`src/rtl/ifm_stream_reader.sv`:
```
// Streams a packed feature map out of BRAM one element per cycle. Up to two
// words are buffered (cur/nxt) so a continuously ready consumer never starves.
module ifm_stream_reader #(
    parameter int WI                 = 8,
    parameter int BRAM_DATA_WIDTH    = 32,
    parameter int BRAM_DATA_DEPTH    = 16384,
    parameter int BRAM_ADDRESS_WIDTH = 14,
    parameter int MAX_FEATURE_SIZE   = 18
) (
    input  logic                          clk,
    input  logic                          rst,
    input  logic                          ap_start,
    input  logic [8:0]                    ifm_w,
    input  logic [8:0]                    in_ch,
    input  logic [BRAM_ADDRESS_WIDTH-1:0] base_addr,
    output logic [BRAM_ADDRESS_WIDTH-1:0] bram_addr,
    output logic                          bram_en,
    input  logic [BRAM_DATA_WIDTH-1:0]    bram_rdata,
    output logic [WI-1:0]                 ifm_data,
    output logic                          ifm_vld,
    input  logic                          ifm_rdy,
    output logic                          ifm_last,
    output logic                          ap_done,
    output logic                          ap_idle
);

    localparam int LANES   = BRAM_DATA_WIDTH / WI;
    localparam int LANE_W  = $clog2(LANES);
    localparam int WORDS_W = MAX_FEATURE_SIZE + 1 - LANE_W;

    // Addresses wrap modulo 2^BRAM_ADDRESS_WIDTH, so the BRAM must span that range exactly.
    if (BRAM_DATA_DEPTH != (1 << BRAM_ADDRESS_WIDTH)) begin : g_depth_check
        $error("BRAM_DATA_DEPTH must equal 2**BRAM_ADDRESS_WIDTH");
    end

    typedef enum logic [1:0] {
        S_IDLE = 2'd0,
        S_RUN  = 2'd1,
        S_DONE = 2'd2
    } state_t;

    state_t                          r_state;
    state_t                          w_state_nxt;

    logic [BRAM_ADDRESS_WIDTH-1:0]   r_base;
    logic [MAX_FEATURE_SIZE-1:0]     r_total;
    logic [WORDS_W-1:0]              r_num_words;
    logic [WORDS_W-1:0]              r_words_issued;
    logic [MAX_FEATURE_SIZE-1:0]     r_elem_idx;
    logic [LANE_W-1:0]               r_byte_idx;
    logic [BRAM_DATA_WIDTH-1:0]      r_cur;
    logic [BRAM_DATA_WIDTH-1:0]      r_nxt;
    logic                            r_cur_vld;
    logic                            r_nxt_vld;
    logic                            r_inflight;

    logic                            w_start;
    logic [MAX_FEATURE_SIZE-1:0]     w_total;
    logic [MAX_FEATURE_SIZE:0]       w_total_rnd;
    logic [WORDS_W-1:0]              w_num_words;
    logic [1:0]                      w_occ;
    logic                            w_issue;
    logic [BRAM_ADDRESS_WIDTH-1:0]   w_addr;
    logic                            w_xfer;
    logic                            w_last_elem;
    logic                            w_cur_done;
    logic                            w_cur_free;
    logic [WI-1:0]                   w_lanes [LANES];

    // Element count is defined modulo 2^MAX_FEATURE_SIZE, so the product is formed at that width.
    assign w_total     = MAX_FEATURE_SIZE'(ifm_w) * MAX_FEATURE_SIZE'(ifm_w)
                       * MAX_FEATURE_SIZE'(in_ch);
    assign w_total_rnd = {1'b0, w_total} + (MAX_FEATURE_SIZE + 1)'(LANES - 1);
    assign w_num_words = WORDS_W'(w_total_rnd >> LANE_W);

    assign w_start     = (r_state == S_IDLE) && ap_start;
    assign w_occ       = {1'b0, r_cur_vld} + {1'b0, r_nxt_vld} + {1'b0, r_inflight};
    assign w_issue     = (r_state == S_RUN) && (r_words_issued < r_num_words) && (w_occ < 2'd2);
    assign w_addr      = r_base + r_words_issued[BRAM_ADDRESS_WIDTH-1:0];

    assign w_xfer      = r_cur_vld && ifm_rdy;
    assign w_last_elem = (r_elem_idx == r_total - MAX_FEATURE_SIZE'(1));
    // The final word is abandoned after its last valid lane, leaving upper lanes unseen.
    assign w_cur_done  = w_xfer && ((r_byte_idx == LANE_W'(LANES - 1)) || w_last_elem);
    assign w_cur_free  = !r_cur_vld || w_cur_done;

    for (genvar k = 0; k < LANES; k++) begin : g_lane
        assign w_lanes[k] = r_cur[k*WI +: WI];
    end

    always_ff @(posedge clk) begin
        if (rst) begin
            r_state <= S_IDLE;
        end else begin
            r_state <= w_state_nxt;
        end
    end

    // Empty maps pass through RUN for one cycle; no read is issued there.
    always_comb begin
        w_state_nxt = r_state;
        unique case (r_state)
            S_IDLE:  if (ap_start) w_state_nxt = S_RUN;
            S_RUN:   if ((r_total == '0) || (w_xfer && w_last_elem)) w_state_nxt = S_DONE;
            S_DONE:  w_state_nxt = S_IDLE;
            default: w_state_nxt = S_IDLE;
        endcase
    end

    always_comb begin
        ap_idle = 1'b0;
        ap_done = 1'b0;
        unique case (r_state)
            S_IDLE:  ap_idle = 1'b1;
            S_DONE:  ap_done = 1'b1;
            default: ;
        endcase
    end

    assign bram_en   = w_issue;
    assign bram_addr = w_issue ? w_addr : '0;
    assign ifm_vld   = r_cur_vld;
    assign ifm_data  = w_lanes[r_byte_idx];
    assign ifm_last  = r_cur_vld && w_last_elem;

    always_ff @(posedge clk) begin
        if (rst) begin
            r_base         <= '0;
            r_total        <= '0;
            r_num_words    <= '0;
            r_words_issued <= '0;
            r_elem_idx     <= '0;
            r_byte_idx     <= '0;
            r_cur          <= '0;
            r_nxt          <= '0;
            r_cur_vld      <= 1'b0;
            r_nxt_vld      <= 1'b0;
            r_inflight     <= 1'b0;
        end else if (w_start) begin
            r_base         <= base_addr;
            r_total        <= w_total;
            r_num_words    <= w_num_words;
            r_words_issued <= '0;
            r_elem_idx     <= '0;
            r_byte_idx     <= '0;
            r_cur_vld      <= 1'b0;
            r_nxt_vld      <= 1'b0;
            r_inflight     <= 1'b0;
        end else begin
            r_inflight <= w_issue;
            if (w_issue) begin
                r_words_issued <= r_words_issued + WORDS_W'(1);
            end
            if (w_xfer) begin
                r_elem_idx <= r_elem_idx + MAX_FEATURE_SIZE'(1);
            end
            if (w_cur_done) begin
                r_byte_idx <= '0;
            end else if (w_xfer) begin
                r_byte_idx <= r_byte_idx + LANE_W'(1);
            end
            // A return coinciding with cur being vacated lands behind whatever nxt holds.
            if (w_cur_free) begin
                if (r_nxt_vld) begin
                    r_cur     <= r_nxt;
                    r_cur_vld <= 1'b1;
                    r_nxt_vld <= r_inflight;
                    if (r_inflight) begin
                        r_nxt <= bram_rdata;
                    end
                end else if (r_inflight) begin
                    r_cur     <= bram_rdata;
                    r_cur_vld <= 1'b1;
                end else begin
                    r_cur_vld <= 1'b0;
                end
            end else if (r_inflight) begin
                r_nxt     <= bram_rdata;
                r_nxt_vld <= 1'b1;
            end
        end
    end

endmodule

```
`config.mk`:
```
export PLATFORM = sky130hd
export DESIGN_NAME = ifm_stream_reader
export DESIGN_NICKNAME = d
export VERILOG_FILES = /design/src/rtl/ifm_stream_reader.sv
export SDC_FILE = /design/constraint.sdc
export NUM_CORES = 1
export LEC_CHECK = 0
export ABC_AREA = 1
export CORE_AREA = 2 2 204 206
export DETAILED_ROUTE_END_ITERATION = 8
export DIE_AREA = 0 0 206 208
export DONT_BUFFER_PORTS = 1
export PLACE_DENSITY = 0.54
export SLEW_MARGIN = 20
export SYNTH_ARGS = -nofsm -noshare
export SYNTH_HDL_FRONTEND = slang
export SYNTH_SLANG_ARGS = --single-unit
```
`constraint.sdc`:
```
create_clock -name clk -period 10.8 [get_ports clk]
set_input_delay 1.62 -clock clk [delete_from_list [all_inputs] [get_ports clk]]
set_output_delay 1.62 -clock clk [all_outputs]
set_load 0.05 [all_outputs]
```
* Word level (Yosys, flattened, before mapping)
Index checks and enable logic that the tools add are counted.
** Word-level totals
- Flip-flop bits (word level) :: 155
- Input port bits :: 68
- Output and inout port bits :: 27
** Operators by class
- Add/sub/neg operators :: 8
- $mul :: 2
- $lt $le $gt $ge :: 3
- Equal/unequal tests :: 7
- Multiplexer cells :: 19
- Bitwise gates (word level) :: 2
- Reductions and logical operators :: 20
** Operator list (count)
- $mux W32 :: 5
- $add A18 B2 Y19 const B :: 1
- $add A18 B1 Y18 const B :: 1
- $eq A18 B18 Y1 :: 1
- $logic_not A18 Y1 :: 1
- $mul A18 B9 Y18 :: 1
- $mul A9 B9 Y18 :: 1
- $sub A18 B1 Y18 const B :: 1
- $add A17 B1 Y17 const B :: 1
- $lt A17 B17 Y1 :: 1
- $bmux W8 S2 :: 1
- $mux W8 :: 2
- $add A14 B14 Y14 :: 1
- $mux W14 :: 1
- $logic_and A1 B1 Y1 :: 7
- $mux W1 :: 7
- $eq A2 B2 Y1 const B :: 2
- $mux W2 :: 2
- $ne A2 B2 Y1 const B :: 2
- $pmux W2 S2 :: 1
- $reduce_and A2 Y1 :: 2
- $reduce_bool A2 Y1 :: 2
- $ge A3 B3 Y1 const B :: 1
- $logic_or A1 B1 Y1 :: 3
- other kinds (13) :: 13

* Depth between registers and ports, before layout
Gate-level depths: netlist of run 1.
- Depth in word-level cells :: 7
- Gate-level depth with buffers :: 47
- Gate-level depth less buffers :: 45

* Least setup slack after synthesis of run 1
No wires, ideal clock.
- Path kind :: input to register
- Start :: input port ifm_w[0]
- End :: register r_num_words[15]
- Data arrival time :: 9.213 ns
- Required time :: 10.686 ns
- Setup slack :: 1.473 ns
- Cell stages on the path :: 38
- Path buffers :: 2
- Cell sequence :: buf_4 -> clkbuf_1 -> nand2_1 -> fa_1 -> inv_1 -> fa_1 -> inv_1 -> fa_1 -> fa_1 -> inv_1 -> ha_1 -> nand2_1 -> nor2_1 -> nand2_1 -> nand3_1 -> nand2_1 -> nand2_1 -> nand2_1 -> [... 2 more ...] -> fa_1 -> fa_1 -> inv_1 -> fa_1 -> inv_1 -> ha_1 -> nand2_1 -> nor3_1 -> a21oi_1 -> o21ai_0 -> xor2_1 -> nand4_2 -> inv_1 -> nand2_2 -> nor2_2 -> nand3_1 -> nand3_1 -> nand2_1
** On the way
- Cells in the longest elaborated chain, start to end :: 3
** RTL lines
- start: declaration :: line 13 : input logic [8:0] ifm_w,
- $mul A9 B9 Y18 :: line 71 : assign w_total = MAX_FEATURE_SIZE'(ifm_w) * MAX_FEATURE_SIZE'(ifm_w)
- $mul A18 B9 Y18 :: line 72 : * MAX_FEATURE_SIZE'(in_ch);
- $add A18 B2 Y19 :: line 73 : assign w_total_rnd = {1'b0, w_total} + (MAX_FEATURE_SIZE + 1)'(LANES - 1);
- end signal: assignment :: line 142 : r_num_words <= w_num_words;
- end: declaration :: line 47 : logic [WORDS_W-1:0] r_num_words;
No other way between the ends.
A chain may end at the register's enable or synchronous reset.

* Worst setup path in the final report of run 1
Ends and elaborated chain as after synthesis.

==> results.toml, run 1 <==
[run_status]
outcome = "finished, final reports clean"

[sta]
slew_headroom_pct = 22.98
rsz0062_at_grt = "no"
post-route-min-period_ns = 9.059
finClkSkew_ns = 0.01041
hold_violations = 0
worst_slew_pin_slew_ns = 1.172
report.final.slew_viol_count = 0
setup_viol_count_final = 0
setup_slack_ns = 1.741
fmax_mhz = 110.4
timing.final.crit_share_pct = 83.88
fin_setup_tns_ns = 0

[layout]
utilization_pct = 37.46
final_nets = 2236
fin_area_mm2 = 0.01519
antenna_cells = 0
syn_to_final_growth_pct = 7.672
layout-drive-gt1-share_pct = 4.858

[job]
max-cap-violations = 0

[global_route]
grt_max_degree = 69
grt_pass1_vias = 11930
grt_pass1_wl_um = 59600
grt_usage_pct = 17.14
antenna_found_initial = 0
gr-total-overflow = 0

[synth]
yosysSeqAreaShare_pct = 22.00
synth_top_area_share_pct = 22.00
avgSynthCellArea_um2 = 7.005
yosys-top-cells-area = "dfxtp_1, fa_1, nand2_1"
synth_top_area_cell = "dfxtp_1"
async_flop_share_pct = 0
ys_ff_latch = 155
synthTopCellsByCount = "nand2_1, inv_1, nor2_1, dfxtp_1, a21oi_1"
yosys_warnings = 0
syn_area_mm2 = 0.01411
syn-num-nets = 2287
synth_flop_cell = "dfxtp_1"
synthesis.instances = 2014
yosysUniqueCellTypes = 51
yosysMostFrequentCell = "nand2_1"
synth_edf_count = 0

[clocking]
tritoncts = "built"
cts.sink_count = 155
clk_pin_slew_ns = 0.07
numCtsBuffers = 17
cts.repair.resized = 0
worstSkewPairLatency_ns = 0.44
cts_htree_levels = 4
cts.path.max_buffers = 2
cts_hold_buf = 0
root_buffer = "clkbuf_16"
post_cts_buffers = 0

[drt]
viasPerCell = 4.816
drt_first_pass_iters = 5
drc = 0
vias = 12080
drt_wl_total_um = 34840
wl_per_cell_um = 13.89
ant_nets = 0
drt_iter0_markers = 677

[die]
initial_core_util_pct = 34.79
die_h_um = 208
ios = 95
num_rows = 74
die_area_mm2 = 0.04285
fp.dieW_um = 206
core_area_mm2 = 0.04055

[worst_setup_path]
worstSetupPathType = "primary input to flip-flop"
cp_max_fo = 18
cp.arrival_ns = 9.39
crit_path_max_incr_delay_ns = 0.59
end_kind = "flip-flop"
crit_required_ns = 11.13
crit_top_cell = "fa_1"
cp_slowest_cell = "fa_1"
start_kind = "primary input"

[hold_path]
hold_class = "flip-flop to flip-flop"

[place]
place_ws_ns = 1.280
port_buffers = 0
hpwl_um = 27300
gp_congestion = 0.8715
placed_area_mm2 = 0.01452
## layout make-up
class	instances	area, um2
tap	532	665.6
clock inverter	12	207.7
sequential	155	3107
clock buffer	20	446.7
inverter	393	1475
timing repair buffer	7	52.55
multi-input combinational	1389	9235
fill	4341	25360
## worst paths after layout
kind,start,end,slack [ns],depth (start not counted)
worst max-delay path,ifm_w[0],r_num_words[15]$_SDFFE_PP0P_,1.74,36
worst min register to register,r_cur[22]$_SDFFE_PP0P_,r_cur[22]$_SDFFE_PP0P_,0.46,2
worst min-delay path,r_cur[22]$_SDFFE_PP0P_,r_cur[22]$_SDFFE_PP0P_,0.46,2
worst max register to register,r_total[1]$_SDFFE_PP0P_,r_nxt[30]$_SDFFE_PP0P_,7.38,16
## metrics by stage
stage	hold WS, ns	std cells
6_report	0.4569	2508
5_1_grt	0.4696	2508
4_1_cts	0.4582	2508
3_5_place_dp	0.4483	2476
3_3_place_gp	0.4433	2476
2_1_floorplan	0.4230	2014
## routing by layer
layer	vias up	track usage (%)	wire length, um
met4	0	3.818	479
li1	6224	-	-
met1	5619	23.38	16750
met5	-	0	0
met3	30	3.070	1578
met2	206	28.13	16030
## cells by family after synthesis
| logic type | after synthesis | share of synthesized area (%) |
|---|---|---|
| buffers and inverters | 470 | 12.84 |
| AOI/OAI and AO/OA | 306 | 12.08 |
| xor gates and xnor gates | 58 | 3.601 |
| and+or+nand+nor | 820 | 25.50 |
| DFF | 155 | 22.00 |
| adders and majority gates | 205 | 23.98 |
## critical path, delay by kind of cell
kind	cells	cell delay (ns)
AO/OA/AOI/OAI	4	0.64
buffers and inverters	7	0.40
XOR/XNOR	1	0.32
adder cells (fa/ha/maj)	10	4.85
AND/OR/NAND/NOR	14	1.55
## sequential cells by signal, summed over array words and instances (netlist names)
name / cells
ifm_vld: 1
r_inflight: 1
r_nxt: 32
r_state: 2
r_byte_idx: 2
r_base: 14
r_num_words: 17
r_cur: 32
r_nxt_vld: 1
r_total: 18
r_elem_idx: 18
r_words_issued: 17
## layout by cell type, fill, tap and decap left out, types with 3 or more instances in the layout
| cell | synthesis | routed |
|---|---|---|
| clkbuf_16 | 0 | 17 |
| o32ai_1 | 3 | 3 |
| o21ai_0 | 105 | 105 |
| inv_1 | 387 | 387 |
| nor3_2 | 2 | 4 |
| o22ai_1 | 21 | 20 |
| a22o_1 | 14 | 14 |
| a21o_1 | 5 | 5 |
| nor2_4 | 3 | 5 |
| nor3b_1 | 4 | 4 |
| or2_2 | 3 | 3 |
| o2111ai_1 | 3 | 3 |
| bufinv_16 | 0 | 5 |
| dfxtp_1 | 155 | 154 |
| nand2_1 | 425 | 424 |
| nand2_2 | 4 | 5 |
| nor4_1 | 6 | 6 |
| nor2_1 | 182 | 178 |
| a21oi_1 | 129 | 128 |
| nor3_1 | 22 | 20 |
| o21ai_1 | 3 | 3 |
| o21bai_1 | 4 | 4 |
| o21a_1 | 4 | 4 |
| nand3_1 | 114 | 114 |
| nor2_2 | 4 | 6 |
| a211oi_1 | 5 | 5 |
| a31oi_1 | 4 | 4 |
| nand3_2 | 22 | 22 |
| nand4_1 | 18 | 18 |
| inv_2 | 4 | 5 |
| buf_4 | 4 | 7 |
| xor2_1 | 41 | 41 |
| ha_1 | 96 | 96 |
| inv_6 | 0 | 4 |
| xnor2_1 | 17 | 17 |
| fa_1 | 109 | 109 |
Power of run 1 is left out: the tool's default activity adds up to more than one toggle a clock period on the data nets, which glitch-free logic cannot reach.
==> run 2: changes to the inputs <==
clock period = 9.05 ns   (was 10.8 ns; I/O delays follow)
==> results.toml, run 2 (same netlist as run 1, synthesis figures left out) <==
[run_status]
outcome = "finished, final reports clean"

[worst_setup_path]
cp_max_fo = 18
cp_slowest_cell = "fa_1"
start_kind = "primary input"
end_kind = "flip-flop"
cp.arrival_ns = 8.86
worstSetupPathType = "primary input to flip-flop"
crit_top_cell = "inv_1"
crit_required_ns = 9.37
crit_path_max_incr_delay_ns = 0.59

[die]
die_area_mm2 = 0.04285
core_area_mm2 = 0.04055
num_rows = 74
initial_core_util_pct = 34.79
die_h_um = 208
fp.dieW_um = 206
ios = 95

[drt]
drt_iter0_markers = 665
vias = 12280
ant_nets = 0
drt_first_pass_iters = 5
viasPerCell = 4.858
drt_wl_total_um = 35230
wl_per_cell_um = 13.94
drc = 0

[job]
max-cap-violations = 0

[clocking]
clk_pin_slew_ns = 0.07
cts.sink_count = 155
cts.path.max_buffers = 2
cts.repair.resized = 0
numCtsBuffers = 17
post_cts_buffers = 0
cts_hold_buf = 0
worstSkewPairLatency_ns = 0.43
tritoncts = "built"
cts_htree_levels = 4
root_buffer = "clkbuf_16"

[layout]
n_fill_cell = 4385
layout-drive-gt1-share_pct = 5.912
syn_to_final_growth_pct = 8.372
antenna_cells = 0
final_cell_mix = "nand2_1, inv_1, nor2_1"
utilization_pct = 37.70
reg_top3 = "r_cur (32), r_nxt (32)"
final_nets = 2256
layout_commonest_cell = "nand2_1"

[sta]
worst_slew_pin_slew_ns = 1.156
rsz0062_at_grt = "no"
post-route-min-period_ns = 8.535
hold_violations = 0
fin_setup_tns_ns = 0
finClkSkew_ns = 0.01151
fmax_mhz = 117.2
setup_viol_count_final = 0
report.final.slew_viol_count = 0
timing.final.crit_share_pct = 94.31
slew_headroom_pct = 24.04

[place]
hpwl_um = 27910
port_buffers = 0
gp_congestion = 0.8645

[global_route]
grt_max_degree = 69
grt_pass1_vias = 12060
gr-total-overflow = 0
grt_pass1_wl_um = 60350
antenna_found_initial = 0
grt_usage_pct = 17.21

[hold_path]
hold_class = "flip-flop to flip-flop"
==> run 2: worst paths after layout <==
path | slack, ns | endpoint | depth (start not counted) | from
worst min register to register | 0.46 | r_cur[15]$_SDFFE_PP0P_ | 2 | r_cur[15]$_SDFFE_PP0P_
worst min-delay path | 0.46 | r_cur[15]$_SDFFE_PP0P_ | 2 | r_cur[15]$_SDFFE_PP0P_
worst max register to register | 5.55 | r_cur[3]$_SDFFE_PP0P_ | 14 | r_total[1]$_SDFFE_PP0P_
worst max-delay path | 0.51 | r_num_words[15]$_SDFFE_PP0P_ | 38 | ifm_w[0]
==> run 2: area by class of cell <==
type                       instances  area [um2]  area share [%]
multi-input combinational       1389        9245           60.47
sequential                       155        3107           20.32
inverter                         393        1475           9.649
tap                              532       665.6           4.354
clock buffer                      17       425.4           2.783
timing repair buffer              27       202.7           1.326
clock inverter                    15       167.7           1.097
==> run 2: per-stage QoR <==
step	worst slack, ns	std cells	hold WS [ns]	area [um2]
2_1_floorplan	0.09222	2014	0.4230	14110
3_3_place_gp	0.1953	2496	0.4428	14670
3_5_place_dp	0.04188	2496	0.4471	14670
4_1_cts	0.4753	2528	0.4579	15270
5_1_grt	0.004924	2528	0.4764	15290
6_report	0.5146	2528	0.4589	15290
==> run 2: critical path, delay by kind of cell <==
kind,cells,cell delay [ns]
compound gates,1,0.26
xor+xnor,1,0.30
fa+ha+maj,10,4.85
buf+inv,12,0.89
simple gates,14,1.16
==> run 2: metal layers <==
layer	track usage [%]	up-vias	part of all wire, %
li1	-	6252	-
met4	3.202	0	1.0
met1	23.86	5786	49
met2	28.16	218	47
met3	2.945	25	3.8
met5	0	-	0
Power of run 2 is left out for the same reason.
==> run 3: changes to the inputs <==
REMOVE_ABC_BUFFERS = 1   (was unset)
==> results.toml, run 3 (same netlist as run 1, synthesis figures left out) <==
[global_route]
gr-total-overflow = 0
grt_usage_pct = 17.18
antenna_found_initial = 0
grt_pass1_vias = 12070
grt_pass1_wl_um = 60330
grt_max_degree = 68

[layout]
fin_area_mm2 = 0.01529
n_fill_cell = 4293
layout-drive-gt1-share_pct = 5.927
final_cells = 2523
multiInputGateArea_mm2 = 0.009254
utilization_pct = 37.69
syn_to_final_growth_pct = 8.355
reg_top3 = "r_cur (32), r_nxt (32)"
final_nets = 2251
seqCellArea_mm2 = 0.003104
layout_commonest_cell = "nand2_1"
final_cell_mix = "nand2_1, inv_1, nor2_1"
antenna_cells = 0

[worst_setup_path]
r2r_start = "r_total[1]$_SDFFE_PP0P_"
worstSetupPathType = "primary input to flip-flop"
r2r-end = "r_cur[23]$_SDFFE_PP0P_"
r2r_slack_ns = 5.39
crit_required_ns = 9.37
cp_slowest_cell = "fa_1"
cp.arrival_ns = 8.81
crit_path_max_incr_delay_ns = 0.59
cp-startpoint = "ifm_w[0]"
ff2ff_path_depth = 14
crit_top_cell = "fa_1"
endpoint = "r_num_words[15]$_SDFFE_PP0P_"
cp_max_fo = 18
start_kind = "primary input"
end_kind = "flip-flop"

[job]
max-cap-violations = 0

[sta]
post-route-min-period_ns = 8.492
whs_ns = 0.4512
report.final.slew_viol_count = 0
timing.final.crit_share_pct = 93.83
finClkSkew_ns = 0.01955
fmax_mhz = 117.8
hold_violations = 0
worst_slew_pin_slew_ns = 1.203
setup_viol_count_final = 0
slew_headroom_pct = 20.96

[die]
die_area_mm2 = 0.04285
num_rows = 74
initial_core_util_pct = 34.79
die_h_um = 208
fp.dieW_um = 206
ios = 95
core_area_mm2 = 0.04055

[clocking]
worstSkewPairLatency_ns = 0.43
tritoncts = "built"
numCtsBuffers = 17
cts.sink_count = 155
root_buffer = "clkbuf_16"
cts.path.max_buffers = 2
cts_htree_levels = 4
cts_hold_buf = 0
clk_pin_slew_ns = 0.07

[place]
placed_cells = 2490
port_buffers = 0
placed_area_mm2 = 0.01462
gp_congestion = 0.8585
hpwl_um = 27340

[drt]
drt_first_pass_iters = 5
ant_nets = 0
wl_per_cell_um = 14.04
drc = 0
vias = 12190
drt_iter0_markers = 653
drt_wl_total_um = 35420
viasPerCell = 4.832

[hold_path]
hold_class = "flip-flop to flip-flop"

[run_status]
outcome = "finished, final reports clean"
## run 3: cell type report
class                      instances  area share [%]
clock buffer                      17           2.783
sequential                       155           20.31
multi-input combinational       1389           60.54
inverter                         393           9.650
timing repair buffer              22           1.080
clock inverter                    15           1.285
tap                              532           4.355
## run 3: per-layer routing
layer | global-route usage (%) | part of all wire, %
met3 | 3.055 | 3.6
met1 | 22.66 | 47
met5 | 0 | 0
met4 | 2.980 | 0.95
met2 | 29.52 | 48
## run 3: what timing repair did
action | CTS | global route
resized for setup | 0 | 11
setup endpoints to repair | 0 | 4
endpoints found under the hold margin | 0 | 0
buffers inserted | 0 | 1
## run 3: worst min-delay path by stage
stage / from / to / slack (ns) / cells past startpoint
2_1_floorplan: r_num_words[11]$_SDFFE_PP0P_ / r_num_words[11]$_SDFFE_PP0P_ / 0.42 / 2
3_3_place_gp: r_cur[20]$_SDFFE_PP0P_ / r_cur[20]$_SDFFE_PP0P_ / 0.44 / 2
3_5_place_dp: r_cur[13]$_SDFFE_PP0P_ / r_cur[13]$_SDFFE_PP0P_ / 0.44 / 2
4_1_cts: r_cur[13]$_SDFFE_PP0P_ / r_cur[13]$_SDFFE_PP0P_ / 0.46 / 2
5_1_grt: r_cur[15]$_SDFFE_PP0P_ / r_cur[15]$_SDFFE_PP0P_ / 0.47 / 2
6_report: r_cur[15]$_SDFFE_PP0P_ / r_cur[15]$_SDFFE_PP0P_ / 0.45 / 2
## run 3: metrics by stage
step | setup TNS, ns | setup slack [ns]
2_1_floorplan | 0 | 0.4321
3_3_place_gp | 0 | 0.1079
3_5_place_dp | 0 | 0.008495
4_1_cts | 0 | 0.4482
5_1_grt | -0.01592 | -0.007981
6_report | 0 | 0.5580
## run 3: critical path: cells and delay by family
kind | cells | cell delay, ns
compound gates | 2 | 0.30
fa+ha+maj | 10 | 4.89
simple gates | 16 | 1.61
xor+xnor | 1 | 0.26
buf+inv | 7 | 0.40
Power of run 3 is left out for the same reason.
